`config.mk`:
```
export PLATFORM = sky130hd
export DESIGN_NAME = core_axi_arbiter
export DESIGN_NICKNAME = d
export VERILOG_FILES = /design/src/rtl/core_axi_pkg.sv /design/src/rtl/core_axi_rr_pick.sv /design/src/rtl/core_axi_arbiter.sv
export SDC_FILE = /design/constraint.sdc
export NUM_CORES = 1
export LEC_CHECK = 0
export ABC_AREA = 1
export CAP_MARGIN = 20
export CORE_AREA = 2 2 87 89
export DETAILED_ROUTE_END_ITERATION = 8
export DIE_AREA = 0 0 89 91
export PLACE_DENSITY = 0.74
export SLEW_MARGIN = 40
export SYNTH_ARGS = -nofsm -noshare
export SYNTH_HDL_FRONTEND = slang
export SYNTH_SLANG_ARGS = --single-unit
```
`constraint.sdc`:
```
create_clock -name CLK -period 3.03 [get_ports CLK]
set_clock_uncertainty 0.05 [all_clocks]
set_input_delay 0.7575 -clock CLK [delete_from_list [all_inputs] [get_ports CLK]]
set_output_delay 0.7575 -clock CLK [all_outputs]
set_load 0.02 [all_outputs]
```
`src/rtl/core_axi_pkg.sv`:
```
// Shared encodings for the core AXI-Lite arbiter slice.
// State, response and requester-index constants.
package core_axi_pkg;

  typedef enum logic [1:0] {
    IDLE   = 2'd0,
    RD_IF  = 2'd1,
    RD_MEM = 2'd2,
    WR_MEM = 2'd3
  } state_t;

  localparam logic [1:0] RESP_OKAY   = 2'b00;
  localparam logic [1:0] RESP_SLVERR = 2'b10;

  localparam int unsigned REQ_IF  = 0;
  localparam int unsigned REQ_MEM = 1;

endpackage

```
`src/rtl/core_axi_rr_pick.sv`:
```
// Two-way round-robin picker.
// On contention the requester that was not served last wins.
module core_axi_rr_pick (
  input  logic [1:0] req,
  input  logic       last,
  output logic [1:0] grant
);

  always_comb begin
    grant = 2'b00;
    unique case (1'b1)
      (req == 2'b11): grant = last ? 2'b01 : 2'b10;
      (req == 2'b01): grant = 2'b01;
      (req == 2'b10): grant = 2'b10;
      default:        grant = 2'b00;
    endcase
  end

endmodule

```
`src/rtl/core_axi_arbiter.sv`:
```
// Shares one AXI-Lite memory port between fetch (read-only)
// and core_mem (read/write), one transaction at a time.
module core_axi_arbiter
  import core_axi_pkg::*;
#(
  parameter int AXI_AWIDTH = 4,
  parameter int AXI_DWIDTH = 32
) (
  input  logic                    CLK,
  input  logic                    NRST,
  input  logic [AXI_AWIDTH-1:0]   IF_ARADDR,
  input  logic                    IF_ARVALID,
  output logic                    IF_ARREADY,
  output logic [AXI_DWIDTH-1:0]   IF_RDATA,
  output logic [1:0]              IF_RRESP,
  output logic                    IF_RVALID,
  input  logic                    IF_RREADY,
  input  logic [AXI_AWIDTH-1:0]   MEM_AWADDR,
  input  logic                    MEM_AWVALID,
  output logic                    MEM_AWREADY,
  input  logic [AXI_DWIDTH-1:0]   MEM_WDATA,
  input  logic [AXI_DWIDTH/8-1:0] MEM_WSTRB,
  input  logic                    MEM_WVALID,
  output logic                    MEM_WREADY,
  output logic [1:0]              MEM_BRESP,
  output logic                    MEM_BVALID,
  input  logic                    MEM_BREADY,
  input  logic [AXI_AWIDTH-1:0]   MEM_ARADDR,
  input  logic                    MEM_ARVALID,
  output logic                    MEM_ARREADY,
  output logic [AXI_DWIDTH-1:0]   MEM_RDATA,
  output logic [1:0]              MEM_RRESP,
  output logic                    MEM_RVALID,
  input  logic                    MEM_RREADY,
  output logic [AXI_AWIDTH-1:0]   S_AWADDR,
  output logic                    S_AWVALID,
  input  logic                    S_AWREADY,
  output logic [AXI_DWIDTH-1:0]   S_WDATA,
  output logic [AXI_DWIDTH/8-1:0] S_WSTRB,
  output logic                    S_WVALID,
  input  logic                    S_WREADY,
  input  logic [1:0]              S_BRESP,
  input  logic                    S_BVALID,
  output logic                    S_BREADY,
  output logic [AXI_AWIDTH-1:0]   S_ARADDR,
  output logic                    S_ARVALID,
  input  logic                    S_ARREADY,
  input  logic [AXI_DWIDTH-1:0]   S_RDATA,
  input  logic [1:0]              S_RRESP,
  input  logic                    S_RVALID,
  output logic                    S_RREADY
);

  state_t     state;
  logic       last_mem;
  logic       aw_done;
  logic       w_done;
  logic       ar_done;
  logic [1:0] req;
  logic [1:0] grant;

  assign req[REQ_IF]  = IF_ARVALID;
  assign req[REQ_MEM] = MEM_AWVALID | MEM_ARVALID;

  core_axi_rr_pick u_pick (
    .req   (req),
    .last  (last_mem),
    .grant (grant)
  );

  always_ff @(posedge CLK) begin
    if (!NRST) begin
      state    <= IDLE;
      last_mem <= 1'b0;
      aw_done  <= 1'b0;
      w_done   <= 1'b0;
      ar_done  <= 1'b0;
    end else begin
      unique case (state)
        IDLE: begin
          aw_done <= 1'b0;
          w_done  <= 1'b0;
          ar_done <= 1'b0;
          if (grant[REQ_MEM]) begin
            last_mem <= 1'b1;
            state    <= MEM_AWVALID ? WR_MEM : RD_MEM;
          end else if (grant[REQ_IF]) begin
            last_mem <= 1'b0;
            state    <= RD_IF;
          end
        end
        RD_IF, RD_MEM: begin
          if (S_ARVALID && S_ARREADY) ar_done <= 1'b1;
          if (S_RVALID && S_RREADY) state <= IDLE;
        end
        WR_MEM: begin
          if (S_AWVALID && S_AWREADY) aw_done <= 1'b1;
          if (S_WVALID && S_WREADY) w_done <= 1'b1;
          if (S_BVALID && S_BREADY) state <= IDLE;
        end
        default: state <= IDLE;
      endcase
    end
  end

  // Address beats are gated after their handshake so a
  // still-asserted master VALID never issues a duplicate.
  always_comb begin
    IF_ARREADY  = 1'b0;
    IF_RDATA    = '0;
    IF_RRESP    = '0;
    IF_RVALID   = 1'b0;
    MEM_AWREADY = 1'b0;
    MEM_WREADY  = 1'b0;
    MEM_BRESP   = '0;
    MEM_BVALID  = 1'b0;
    MEM_ARREADY = 1'b0;
    MEM_RDATA   = '0;
    MEM_RRESP   = '0;
    MEM_RVALID  = 1'b0;
    S_AWADDR    = '0;
    S_AWVALID   = 1'b0;
    S_WDATA     = '0;
    S_WSTRB     = '0;
    S_WVALID    = 1'b0;
    S_BREADY    = 1'b0;
    S_ARADDR    = '0;
    S_ARVALID   = 1'b0;
    S_RREADY    = 1'b0;
    unique case (state)
      RD_IF: begin
        S_ARADDR   = IF_ARADDR;
        S_ARVALID  = IF_ARVALID & ~ar_done;
        IF_ARREADY = S_ARREADY & ~ar_done;
        IF_RDATA   = S_RDATA;
        IF_RRESP   = S_RRESP;
        IF_RVALID  = S_RVALID;
        S_RREADY   = IF_RREADY;
      end
      RD_MEM: begin
        S_ARADDR    = MEM_ARADDR;
        S_ARVALID   = MEM_ARVALID & ~ar_done;
        MEM_ARREADY = S_ARREADY & ~ar_done;
        MEM_RDATA   = S_RDATA;
        MEM_RRESP   = S_RRESP;
        MEM_RVALID  = S_RVALID;
        S_RREADY    = MEM_RREADY;
      end
      WR_MEM: begin
        S_AWADDR    = MEM_AWADDR;
        S_AWVALID   = MEM_AWVALID & ~aw_done;
        MEM_AWREADY = S_AWREADY & ~aw_done;
        S_WDATA     = MEM_WDATA;
        S_WSTRB     = MEM_WSTRB;
        S_WVALID    = MEM_WVALID & ~w_done;
        MEM_WREADY  = S_WREADY & ~w_done;
        MEM_BRESP   = S_BRESP;
        MEM_BVALID  = S_BVALID;
        S_BREADY    = MEM_BREADY;
      end
      default: ;
    endcase
  end

endmodule

```
==> metrics.txt, run 1 <==
# TYPE chip_impl_metric gauge
chip_impl_metric{name="ys_types",unit=""} 16
chip_impl_metric{name="power_frac_comb",unit="%"} 87.4
chip_impl_metric{name="fin_util",unit="%"} 54.24
chip_impl_metric{name="die_w",unit="µm"} 89
chip_impl_metric{name="cap_viol_max_count",unit=""} 0
chip_impl_info{name="crit_path_start_kind",value="primary input"} 1
chip_impl_metric{name="vias_per_cell",unit=""} 3.840
chip_impl_info{name="tritoncts",value="built"} 1
chip_impl_info{name="critical_path_class",value="in -> out"} 1
chip_impl_metric{name="first_global_vias",unit=""} 2290
chip_impl_metric{name="area_growth",unit="%"} 164.7
chip_impl_metric{name="ys_seq_area_share",unit="%"} 8.212
chip_impl_metric{name="maximum_buffer_depth_of_the_clock_tree",unit=""} 2
chip_impl_metric{name="detailedPlace.worstSlack",unit="ns"} -0.02827
chip_impl_metric{name="wl",unit="µm"} 6849
chip_impl_metric{name="cts-htree-levels",unit=""} 1
chip_impl_info{name="largest_area_contributor_in_the_synthesized_netlist",value="nand2_1"} 1
chip_impl_metric{name="drv_slew",unit=""} 0
chip_impl_info{name="status",value="finished clean"} 1
chip_impl_metric{name="drt_pre_antenna_iters",unit=""} 4
chip_impl_metric{name="netlist_area",unit="µm²"} 1463
chip_impl_metric{name="detail-route-antenna-nets",unit=""} 0
chip_impl_info{name="clock_tree.root_cell",value="clkbuf_8"} 1
chip_impl_metric{name="initial_antenna_violation_count",unit=""} 0
chip_impl_metric{name="p_leak",unit="nW"} 2.330
chip_impl_metric{name="cts-buffers-inserted",unit=""} 3
chip_impl_metric{name="wl_per_cell",unit="µm"} 10.55
chip_impl_metric{name="num_rows",unit=""} 31
chip_impl_metric{name="clock_latency_on_the_worst_skew_pair",unit="ns"} 0.23
chip_impl_metric{name="synth_async_sr_flop_share",unit="%"} 0
chip_impl_metric{name="layout.cell_area.non_filler",unit="µm²"} 3871
chip_impl_metric{name="vias",unit=""} 2492
chip_impl_metric{name="setup_viol",unit=""} 0
chip_impl_metric{name="timing.hold.ws",unit="ns"} 0.4136
chip_impl_metric{name="die_area",unit="µm²"} 8099
chip_impl_metric{name="switching_share",unit="%"} 49.13
chip_impl_metric{name="worst-slew-pin-transition",unit="ns"} 0.3086
chip_impl_info{name="yosys.cell_count.top_type",value="nand2_1"} 1
chip_impl_metric{name="period_share",unit="%"} 95.00
chip_impl_metric{name="synth_top_cell_area_share",unit="%"} 37.72
chip_impl_metric{name="power_switching",unit="mW"} 0.9146
chip_impl_metric{name="cts.sinks",unit=""} 6
chip_impl_metric{name="routabilityCongestion",unit=""} 0.8716
chip_impl_metric{name="diodes",unit=""} 0
chip_impl_metric{name="power.total",unit="mW"} 1.861
chip_impl_info{name="synth_commonest_cells",value="nand2_1 (147), inv_1 (125), buf_2 (13)"} 1
chip_impl_metric{name="arrival",unit="ns"} 2.07
chip_impl_metric{name="synthesis.nets",unit=""} 434
chip_impl_info{name="crit_path_end_kind",value="output pin"} 1
chip_impl_metric{name="clock.fmax",unit="MHz"} 347.4
chip_impl_metric{name="overflow",unit=""} 0
chip_impl_metric{name="grt_pass1_wl",unit="µm"} 10480
chip_impl_metric{name="dp.final_hpwl",unit="µm"} 5952
chip_impl_metric{name="seqPwrFrac",unit="%"} 6.1
chip_impl_metric{name="avgSynthCellArea",unit="µm²"} 4.419
chip_impl_metric{name="clkSlewWorstSetupHoldPaths",unit="ns"} 0.04
chip_impl_metric{name="power.share.clock",unit="%"} 6.6
chip_impl_metric{name="detail_route.iter0.violations",unit=""} 60
chip_impl_metric{name="detail_route.drc_violations",unit=""} 0
chip_impl_metric{name="finalNetCount",unit=""} 655
chip_impl_metric{name="place_area",unit="µm²"} 3829
chip_impl_metric{name="power-per-cell-area",unit="nW/µm²"} 480.8
chip_impl_metric{name="post_route_cells_drive_above_1_share",unit="%"} 2.727
chip_impl_info{name="worstHoldPathType",value="reg -> reg"} 1
chip_impl_metric{name="global_route.usage.total",unit="%"} 15.59
chip_impl_metric{name="pin_count",unit=""} 224
chip_impl_metric{name="nFillCells",unit=""} 717
chip_impl_metric{name="die_h",unit="µm"} 91
chip_impl_metric{name="timing_hold_violations_final",unit=""} 0
chip_impl_metric{name="timing.final.crit_period",unit="ns"} 2.878
chip_impl_info{name="dominantRegCellSynth",value="dfxtp_1"} 1
chip_impl_metric{name="initial_utilization",unit="%"} 20.49
chip_impl_metric{name="maximum_number_of_pins_on_one_net_before_global_route_repair",unit=""} 47
chip_impl_metric{name="crit_required",unit="ns"} 2.22
chip_impl_metric{name="cell_internal_pwr",unit="mW"} 0.9468
chip_impl_metric{name="worst_slack",unit="ns"} 0.1515
chip_impl_info{name="synth_area_leaders",value="nand2_1 (38%), inv_1 (32%), dfxtp_1 (8.2%), buf_2 (4.4%), ha_1 (4.3%)"} 1
chip_impl_metric{name="synth_enable_flop_cells",unit=""} 0
chip_impl_metric{name="core_region_area",unit="µm²"} 7137
chip_impl_metric{name="worstPathMaxFanout",unit=""} 2
chip_impl_metric{name="yosys_warnings",unit=""} 0
chip_impl_metric{name="io_buffers",unit=""} 223
chip_impl_metric{name="max-vdd-ir-drop",unit="µV"} 311.2
chip_impl_metric{name="synth-seq-cells",unit=""} 6
chip_impl_metric{name="slew-limit-headroom",unit="%"} 79.42
chip_impl_metric{name="postSynthCellCount",unit=""} 331
## worst paths after layout
kind / from / endpoint / slack [ns] / cells after the start
hold reg to reg: ar_done / ar_done / 0.41 / 2
hold / removal: ar_done / ar_done / 0.41 / 2
setup reg to reg: state[1] / state[1] / 1.53 / 9
setup / recovery: IF_RREADY / S_RREADY / 0.15 / 4
## cells in the final DEF (no fill, tap or decap), types with 2 or more instances in the layout
cell               n
nor2_1             9
dfxtp_1            6
clkbuf_8           3
nand2_1          147
inv_1            125
buf_12             3
clkdlybuf4s50_1  222
and3_1             2
a21oi_1           10
ha_1               4
buf_4              5
nand3_1            6
## power groups by stage
stage	combinational [mW]	clock (mW)	sequential [mW]
floorplan	0.856	0	0.111
global placement	1.63	0	0.113
detailed placement	1.64	0	0.114
CTS	1.64	0.125	0.113
global route	1.76	0.130	0.116
finish	1.63	0.122	0.113
## logic make-up (layout without fill, tap and decap cells)
| logic type | count (synthesis) | count (layout) | synth area share, % |
|---|---|---|---|
| AO/OA/AOI/OAI | 12 | 12 | 4.106 |
| adder cells (fa/ha/maj) | 5 | 5 | 4.277 |
| buffers and inverters | 141 | 360 | 38.49 |
| flip-flops | 6 | 6 | 8.212 |
| AND/OR/NAND/NOR | 167 | 167 | 44.91 |
## metrics by stage
step           instances  setup TNS [ns]
2_1_floorplan        331               0
3_3_place_gp         646        -0.03465
3_5_place_dp         646        -0.02827
4_1_cts              649               0
5_1_grt              649       -0.003547
6_report             649               0
## timing repair
item | in CTS | in global routing
setup endpoints to repair | 1 | 33
gates resized for setup | 1 | 1
hold buffers | 0 | 0
setup buffers | 0 | 0
## layer usage
layer	global-route usage [%]	routed length, µm	vias to the layer above
met5	0	0	-
met4	3.483	95	0
met3	2.818	579	8
met2	30.41	3614	108
met1	16.79	2560	1050
li1	-	-	1326
## worst max-delay path, cell delays in order
cell and delay (ns):
clkdlybuf4s50_1 0.46, nand2_1 0.06, a21oi_1 0.15, clkdlybuf4s50_1 0.64
## registers in the layout (all words and copies together), names as in the netlist
| register | cells |
|---|---|
| state | 2 |
| ar_done | 1 |
| aw_done | 1 |
| last_mem | 1 |
| w_done | 1 |
## layout make-up
cell class / count / area (µm²) / area share, %
Inverter: 126 / 475.5 / 12.28
Tap cell: 99 / 123.9 / 3.200
Sequential cell: 6 / 120.1 / 3.103
Clock buffer: 3 / 41.29 / 1.067
Multi-Input combinational cell: 184 / 782.0 / 20.20
Timing Repair Buffer: 231 / 2328 / 60.15
Power figures use the tool's default switching activity.
==> run 2, diff against run 1 <==
--- a/config.mk
+++ b/config.mk
@@ -11,7 +11,7 @@
 export DETAILED_ROUTE_END_ITERATION = 8
 export DIE_AREA = 0 0 89 91
 export PLACE_DENSITY = 0.74
-export SLEW_MARGIN = 40
+export SLEW_MARGIN = 20
 export SYNTH_ARGS = -nofsm -noshare
 export SYNTH_HDL_FRONTEND = slang
 export SYNTH_SLANG_ARGS = --single-unit
==> results of run 2 <==
The final DEF is identical to that of run 1; final timing and power are the same.
==> run 3, diff against run 2 <==
--- a/config.mk
+++ b/config.mk
@@ -7,10 +7,10 @@
 export LEC_CHECK = 0
 export ABC_AREA = 1
 export CAP_MARGIN = 20
-export CORE_AREA = 2 2 87 89
+export CORE_AREA = 2 2 86 88
 export DETAILED_ROUTE_END_ITERATION = 8
-export DIE_AREA = 0 0 89 91
-export PLACE_DENSITY = 0.74
+export DIE_AREA = 0 0 88 90
+export PLACE_DENSITY = 0.75
 export SLEW_MARGIN = 20
 export SYNTH_ARGS = -nofsm -noshare
 export SYNTH_HDL_FRONTEND = slang
==> constraint.sdc (replaced) <==
create_clock -name CLK -period 3 [get_ports CLK]
set_clock_uncertainty 0.05 [all_clocks]
set_input_delay 0.6 -clock CLK [delete_from_list [all_inputs] [get_ports CLK]]
set_output_delay 0.6 -clock CLK [all_outputs]
set_load 0.02 [all_outputs]
==> metrics.txt, run 3 (synthesis gave the netlist of run 1 again) <==
# TYPE chip_impl_metric gauge
chip_impl_info{name="crit_path_end_kind",value="output pin"} 1
chip_impl_info{name="registers.top_by_ff_count",value="state"} 1
chip_impl_metric{name="diodes",unit=""} 0
chip_impl_metric{name="postCtsSetupBuffers",unit=""} 0
chip_impl_metric{name="timing.final.crit_period",unit="ns"} 2.776
chip_impl_metric{name="clock.fmax",unit="MHz"} 360.3
chip_impl_metric{name="initial_antenna_violation_count",unit=""} 0
chip_impl_metric{name="clkSlewWorstSetupHoldPaths",unit="ns"} 0.04
chip_impl_metric{name="initial_utilization",unit="%"} 20.83
chip_impl_metric{name="max-vdd-ir-drop",unit="µV"} 462.5
chip_impl_metric{name="die_area",unit="µm²"} 7920
chip_impl_metric{name="p_leak",unit="nW"} 2.307
chip_impl_metric{name="totalNegativeSetupSlack",unit="ns"} 0
chip_impl_metric{name="routabilityCongestion",unit=""} 0.7569
chip_impl_metric{name="vias_per_cell",unit=""} 3.796
chip_impl_metric{name="timing.critical_path.slowest_cell_delay",unit="ns"} 0.62
chip_impl_metric{name="cts.sinks",unit=""} 6
chip_impl_info{name="worstHoldPathType",value="reg -> reg"} 1
chip_impl_metric{name="maximum_number_of_pins_on_one_net_before_global_route_repair",unit=""} 42
chip_impl_metric{name="timing_hold_violations_final",unit=""} 0
chip_impl_info{name="mostFrequentLayoutCell",value="clkdlybuf4s50_1"} 1
chip_impl_metric{name="die_h",unit="µm"} 90
chip_impl_metric{name="wl",unit="µm"} 6649
chip_impl_metric{name="power.total",unit="mW"} 1.846
chip_impl_metric{name="maximum_buffer_depth_of_the_clock_tree",unit=""} 2
chip_impl_info{name="setup_repair_after_global_routing_missed_its_margin",value="false"} 1
chip_impl_info{name="critical_path.cell_chain",value="clkdlybuf4s50_1 -> inv_1 -> o21ai_1 -> nand2_1 -> nor2_1 -> clkdlybuf4s50_1"} 1
chip_impl_metric{name="first_global_vias",unit=""} 2253
chip_impl_metric{name="setup_viol",unit=""} 0
chip_impl_info{name="layout_common_cells",value="clkdlybuf4s50_1 (223), nand2_1 (147), inv_1 (125)"} 1
chip_impl_info{name="cpMostUsedCell",value="clkdlybuf4s50_1"} 1
chip_impl_metric{name="vias",unit=""} 2452
chip_impl_metric{name="power-per-cell-area",unit="nW/µm²"} 483.0
chip_impl_info{name="tritoncts",value="built"} 1
chip_impl_metric{name="cp_num_cells",unit=""} 6
chip_impl_info{name="timing.critical_path.from",value="IF_ARVALID"} 1
chip_impl_metric{name="min_path_cells",unit=""} 2
chip_impl_metric{name="die_w",unit="µm"} 88
chip_impl_metric{name="cap_viol_max_count",unit=""} 0
chip_impl_metric{name="finalNetCount",unit=""} 652
chip_impl_info{name="regToRegEndpoint",value="state[0]"} 1
chip_impl_metric{name="grt_pass1_wl",unit="µm"} 10510
chip_impl_metric{name="dp.final_hpwl",unit="µm"} 5807
chip_impl_info{name="cpMaxStageDelayCell",value="clkdlybuf4s50_1"} 1
chip_impl_metric{name="worstPathMaxFanout",unit=""} 3
chip_impl_metric{name="arrival",unit="ns"} 2.13
chip_impl_metric{name="wl_per_cell",unit="µm"} 10.29
chip_impl_metric{name="global_route.usage.total",unit="%"} 15.95
chip_impl_info{name="regToRegStartpoint",value="state[0]"} 1
chip_impl_metric{name="io_buffers",unit=""} 223
chip_impl_metric{name="period_share",unit="%"} 92.52
chip_impl_metric{name="pin_count",unit=""} 224
chip_impl_info{name="crit_path_start_kind",value="primary input"} 1
chip_impl_metric{name="worst-slew-pin-transition",unit="ns"} 0.4125
chip_impl_metric{name="core_region_area",unit="µm²"} 7020
chip_impl_metric{name="slew-limit-headroom",unit="%"} 72.50
chip_impl_metric{name="cts-buffers-inserted",unit=""} 3
chip_impl_metric{name="crit_required",unit="ns"} 2.35
chip_impl_metric{name="detail-route-antenna-nets",unit=""} 0
chip_impl_metric{name="fin_util",unit="%"} 54.45
chip_impl_metric{name="detail_route.drc_violations",unit=""} 0
chip_impl_metric{name="detail_route.iter0.violations",unit=""} 34
chip_impl_metric{name="clock_latency_on_the_worst_skew_pair",unit="ns"} 0.23
chip_impl_metric{name="cts_repair_resize_count",unit=""} 0
chip_impl_metric{name="largest_register_ffs",unit=""} 2
chip_impl_metric{name="nFillCells",unit=""} 691
chip_impl_metric{name="overflow",unit=""} 0
chip_impl_info{name="status",value="finished clean"} 1
chip_impl_metric{name="num_rows",unit=""} 31
chip_impl_metric{name="cts_hold_buffers",unit=""} 0
chip_impl_metric{name="cts-htree-levels",unit=""} 1
chip_impl_info{name="worst_setup_path_endpoint",value="S_ARVALID"} 1
chip_impl_info{name="crit_family",value="buffers and inverters"} 1
chip_impl_metric{name="drv_slew",unit=""} 0
chip_impl_metric{name="timing.reg2reg.worst_path_depth",unit=""} 9
chip_impl_metric{name="post_route_cells_drive_above_1_share",unit="%"} 2.011
chip_impl_info{name="critical_path_class",value="in -> out"} 1
chip_impl_metric{name="reg2reg_setup_slack",unit="ns"} 1.26
chip_impl_metric{name="drt_pre_antenna_iters",unit=""} 4
chip_impl_metric{name="area_growth",unit="%"} 161.3
chip_impl_info{name="clock_tree.root_cell",value="clkbuf_8"} 1
chip_impl_metric{name="cp.buffers_inverters",unit=""} 3
[run 3: per-layer routing]
metal / global-route usage [%] / wire length (µm) / vias to the layer above
li1: - / - / 1312
met1: 16.54 / 2494 / 1024
met2: 31.19 / 3480 / 104
met3: 3.398 / 560 / 12
met4: 4.103 / 113 / 0
met5: 0 / 0 / -
[run 3: cell type report]
| class | instances | area [µm²] | share of cell area [%] |
|---|---|---|---|
| Multi-Input combinational cell | 184 | 779.5 | 20.39 |
| Tap cell | 99 | 123.9 | 3.241 |
| Clock buffer | 3 | 41.29 | 1.080 |
| Sequential cell | 6 | 120.1 | 3.142 |
| Inverter | 126 | 475.5 | 12.44 |
| Timing Repair Buffer | 228 | 2282 | 59.71 |
[run 3: worst min-delay path by stage]
stage / from / endpoint / slack [ns]
finish: last_mem / last_mem / 0.41
global route: last_mem / last_mem / 0.44
CTS: last_mem / last_mem / 0.41
detailed placement: ar_done / ar_done / 0.41
global placement: ar_done / ar_done / 0.40
floorplan: last_mem / last_mem / 0.39
[run 3: worst register-to-register path, cell delays in order (launching register included)]
cell and delay (ns):
dfxtp_1 0.37, inv_1 0.09, ha_1 0.29, buf_4 0.25
nand2_1 0.11, nand2_1 0.09, a21oi_1 0.20, nor2_2 0.06
nor2_1 0.08, nor2_1 0.05
[run 3: where the power goes]
part / total, mW / internal, mW / switching [mW] / leakage, nW
clock network: 0.122 / 0.0862 / 0.0355 / 0.0216
logic: 1.61 / 0.744 / 0.867 / 2.24
registers: 0.114 / 0.0994 / 0.0142 / 0.0492
[run 3: stage by stage]
stage | cell area (µm²) | worst slack [ns] | hold WS, ns | std cells
final | 3822 | 0.2244 | 0.4102 | 646
after detailed placement | 3781 | 0.2218 | 0.4069 | 643
after global routing | 3822 | 0.02828 | 0.4419 | 646
after global placement | 3781 | 0.2489 | 0.4015 | 643
after CTS | 3822 | 0.2100 | 0.4122 | 646
after floorplan | 1463 | 1.107 | 0.3893 | 331
==> RTL change 1 (config.mk and constraints of run 3) <==
Encoding of `state_t`: now Gray code (2 bits for 4 states).
--- a/src/rtl/core_axi_pkg.sv
+++ b/src/rtl/core_axi_pkg.sv
@@ -3,10 +3,10 @@
 package core_axi_pkg;
 
   typedef enum logic [1:0] {
-    IDLE   = 2'd0,
-    RD_IF  = 2'd1,
-    RD_MEM = 2'd2,
-    WR_MEM = 2'd3
+    IDLE   = 2'b00,
+    RD_IF  = 2'b01,
+    RD_MEM = 2'b11,
+    WR_MEM = 2'b10
   } state_t;
 
   localparam logic [1:0] RESP_OKAY   = 2'b00;
Behaviour: no difference found for any inputs over 10 cycles, from zero or initial values and one cycle with NRST low; not proved beyond that.
==> RTL change 1 against run 3 <==
- area after synthesis fell by 13%
- worst setup slack got worse by 0.052 ns
- non-clock buffer count shrank 4
- largest power group unchanged
- sequential cell count unchanged
- count of clock-buffer cells in the layout unchanged
- die area unchanged
- routed wire length is 0.63% higher
- synthesized cell count is 15% lower
- critical endpoint is now S_AWVALID
- power fell by 37%
- global-route usage barely moved
- design area down 6.3%
==> RTL change 1: results (changes against run 3) <==
Drt
  • Vias per cell: 3.84 (+1.2%)
  • TritonRoute pass-1 iters: 5 (+1)
  • Met1 wire length: 2560 µm (+2.5%)
  • Starting DRC count in detailed routing: 85 (+150%)
  • Routed met2 length: 3580 µm (+2.9%)
  • Met3 WL: 394 µm (-30%)
  • Drt total wl: 6690 µm (+0.63%)

Global route
  • Largest net degree at the start of global routing: 48 (+14%)
  • Total GRT Usage: 16.0% (about the same)
  • Met2 Track Usage GR: 30.5% (-0.69 points)
  • Met3 Use GR: 2.20% (-1.2 points)
  • Antenna violations before repair: 0 (unchanged)
  • Met1 Usage GRT: 17.3% (+0.78 points)
  • First-pass GRT wire length: 10300 µm (-2.4%)

Setup path
  • CP peak stage delay: 0.65 ns (+0.03 ns)
  • Top delay family on crit path: buffers and inverters
  • Crit-path max FO: 47 (+44)
  • Worst EP arrival: 2.18 ns (+0.05 ns)

Cells and area
  • Final net count: 594 (-8.9%)
  • Share of cells above drive strength 1: 4.25% (+2.2 points)
  • Diode count: 0 (unchanged)

Synth
  • Post-synth top cells: nor2_1, inv_1, nand2_1, nor2_2, a21oi_1
  • Post-Syn Nets: 378 (-13%)
  • Post-synthesis sequential area ratio: 9.41% (+1.2 points)
  • Synth area leaders: nor2_1, inv_1, dfxtp_1

Placed design
  • Dpl cell area: 3540 µm² (-6.4%)
  • GPL Wtd Cong: 0.836 (+10%)
  • Post-DP HPWL: 5720 µm (-1.5%)

Status
  • Status: finished, final reports clean

STA
  • Worst slew pin tran: 0.797 ns (+0.384 ns)
[RTL change 1: cell types whose count changed in the layout (fill, tap and decap cells not counted), sizes merged]
cell,run 3,this run
inv,126,91
or2,0,2
and3,2,1
nand2,147,25
ha,5,0
buf,5,1
nand3,6,7
nor2,10,121
nor3,1,3
a21oi,10,9
o21ai,2,1
[RTL change 1: through the flow]
stage | hold slack [ns] | utilization, % | instances | setup slack (ns)
global route | 0.438 | 51.0 | 593 | 0.0381
detailed placement | 0.408 | 50.4 | 590 | 0.195
floorplan | 0.394 | - | 280 | 1.13
global placement | 0.406 | 50.4 | 590 | 0.188
CTS | 0.414 | 51.0 | 593 | 0.0974
finish | 0.416 | 51.0 | 593 | 0.172
[RTL change 1: cell type report]
class	instances	area [µm²]
Sequential cell	6	121
Inverter	91	342
Tap cell	99	124
Timing Repair Buffer	224	2240
Fill cell	684	3440
Clock buffer	3	41.3
Multi-Input combinational cell	170	713
[RTL change 1: logic make-up (layout without fill, tap and decap cells)]
kind of cell / count (synthesis) / after routing / share of synthesized area, %
AOI/OAI and AO/OA: 10 / 10 / 3.92
and+or+nand+nor: 160 / 160 / 52.0
DFF: 6 / 6 / 9.41
buffers and inverters: 104 / 318 / 34.7
[RTL change 1: worst paths after layout]
kind | startpoint | endpoint | slack [ns] | cells past startpoint
worst max-delay path | state[1] | S_AWVALID | 0.17 | 5
worst min register to register | w_done | w_done | 0.42 | 2
worst min-delay path | w_done | w_done | 0.42 | 2
worst max register to register | state[1] | w_done | 1.38 | 6
[RTL change 1: power breakdown]
group	switching, mW	internal (mW)	leakage (nW)
clock	0.0427	0.0869	0.0216
sequential	0.0198	0.0914	0.0495
combinational	0.477	0.437	1.65
total	0.539	0.616	1.72
==> RTL change 2 (config.mk and constraints of run 3) <==
Without the edit above. `AXI_DWIDTH`: 32 -> 28.
--- a/src/rtl/core_axi_arbiter.sv
+++ b/src/rtl/core_axi_arbiter.sv
@@ -4,7 +4,7 @@
   import core_axi_pkg::*;
 #(
   parameter int AXI_AWIDTH = 4,
-  parameter int AXI_DWIDTH = 32
+  parameter int AXI_DWIDTH = 28
 ) (
   input  logic                    CLK,
   input  logic                    NRST,
Ports: changed (7 resized); port bits go from 224 to 202. The function was not compared with the original's and may differ.
==> RTL change 2 against run 3 <==
- sequential cell count unchanged
- worst setup slack improved by 0.0013 ns
- largest cell class unchanged
- design area decreased by 8.3%
- area after synthesis is 8.9% lower
- fmax hardly changed
- routed wire length shrank 3.0%
- global-route usage down 0.60 points
- highest routed layer unchanged
- power is 6.3% lower
==> RTL change 2: results (changes against run 3) <==
Power and ir drop
  • Overall power: 1.73 mW (-6.3%)
  • Lkg Pwr: 2.10 nW (-8.9%)
  • Maximum vdd drop: 0.219 mV (-53%)
  • Clock power share: 7.1% (+0.5 points)
  • Comb pwr: 1.49 mW (-7%)
  • Psw: 0.857 mW (-6.5%)

Synth
  • Synth area leaders: nand2_1, inv_1, dfxtp_1
  • Mean Syn Cell Area: 4.41 µm² (-0.15%)
  • Post-Syn Nets: 396 (-8.8%)
  • Post-synthesis sequential area ratio: 9.01% (+0.80 points)
  • Cell variety after synth: 15 (-1)
  • Post-synth top cells: nand2_1, inv_1, a21oi_1, nor2_1, buf_2
  • Asr flop ratio synth: 0% (unchanged)

Cells and area
  • Top reg by flops: state
  • Share of cells above drive strength 1: 1.61% (-0.40 points)

Drt
  • Starting DRC count in detailed routing: 82 (+140%)
  • Vias: 2253 (-8.1%)
  • Wire per inst: 10.8 µm (+5.1%)
  • Vias per cell: 3.78 (-0.41%)
  • TritonRoute pass-1 iters: 4 (unchanged)

Clock tree
  • CTS Buffer Depth: 2 (unchanged)
  • Postcts setup bufs: 0 (unchanged)
  • Worst-Skew Late Latency: 0.22 ns
  • Clk pin slew, worst setup/hold paths: 0.04 ns (about the same)
  • Root Driver: clkbuf_8

Min path
  • Hold Startpoint: ar_done
  • Worst hold path type: flip-flop to flip-flop

Placed design
  • Placed Cells: 593 (-7.8%)
  • GPL Wtd Cong: 0.775 (+2.4%)
  • Setup WS pre-CTS: 0.0926 ns (-0.129 ns)
  • PortBufs: 201 (-9.9%)
  • Dpl cell area: 3460 µm² (-8.4%)
  • Post-DP HPWL: 5490 µm (-5.4%)

Global route
  • First-pass GRT wire length: 9980 µm (-5.0%)
  • Largest net degree at the start of global routing: 42 (unchanged)
  • Total GRT Usage: 15.3% (-0.60 points)
  • Number of global-route vias before repair: 2107 (-6.5%)

Setup path
  • CP startpoint kind: flip-flop
  • Worst EP arrival: 2.12 ns
  • Crit-path max FO: 36 (+33)

STA
  • Worst slew pin tran: 0.313 ns (-0.0994 ns)

Status
  • Status: finished, final reports clean
==> RTL change 2: worst max-delay path: stages, from the launching register on <==
cell             delay (ns)
dfxtp_1                0.33
inv_1                  0.11
ha_1                   0.28
buf_12                 0.22
nand2_1                0.07
a21oi_1                0.20
clkdlybuf4s50_1        0.67
==> RTL change 2: final timing paths <==
check	slack (ns)	end	cells past startpoint
max reg2reg	1.37	state[0]	9
max	0.23	S_ARADDR[3]	6
min	0.41	ar_done	2
min reg2reg	0.41	ar_done	2
==> RTL change 2: cells by family after synthesis <==
family | Yosys count | synth area share (%)
AND/OR/NAND/NOR | 154 | 45.0
adder cells (fa/ha/maj) | 5 | 4.69
flip-flops | 6 | 9.01
AO/OA/AOI/OAI | 12 | 4.51
buffers and inverters | 125 | 36.8
==> RTL change 2: what timing repair did <==
item | CTS | global route
gates resized for setup | 0 | 1
hold buffers | 0 | 0
endpoints found under the setup margin | 0 | 1
==> RTL change 2: through the flow <==
stage | utilization [%] | hold slack, ns
detailed placement | 49.3 | 0.408
floorplan | - | 0.389
finish | 49.9 | 0.411
CTS | 49.9 | 0.413
global route | 49.9 | 0.434
global placement | 49.3 | 0.397
==> RTL change 2: cell type report <==
cell class | instances | area, µm²
clock buffer | 3 | 41.3
fill | 722 | 3510
inverter | 113 | 424
multi-input combinational | 171 | 722
sequential | 6 | 120
tap | 99 | 124
timing repair buffer | 204 | 2070
==> RTL change 2: routing by layer <==
metal / routed length [µm] / part of all wire, % / global-route usage [%]
met4: 59 / 0.92 / 2.82
met2: 3360 / 52 / 29.7
met3: 526 / 8.2 / 2.94
met1: 2500 / 39 / 16.8
met5: 0 / 0 / 0
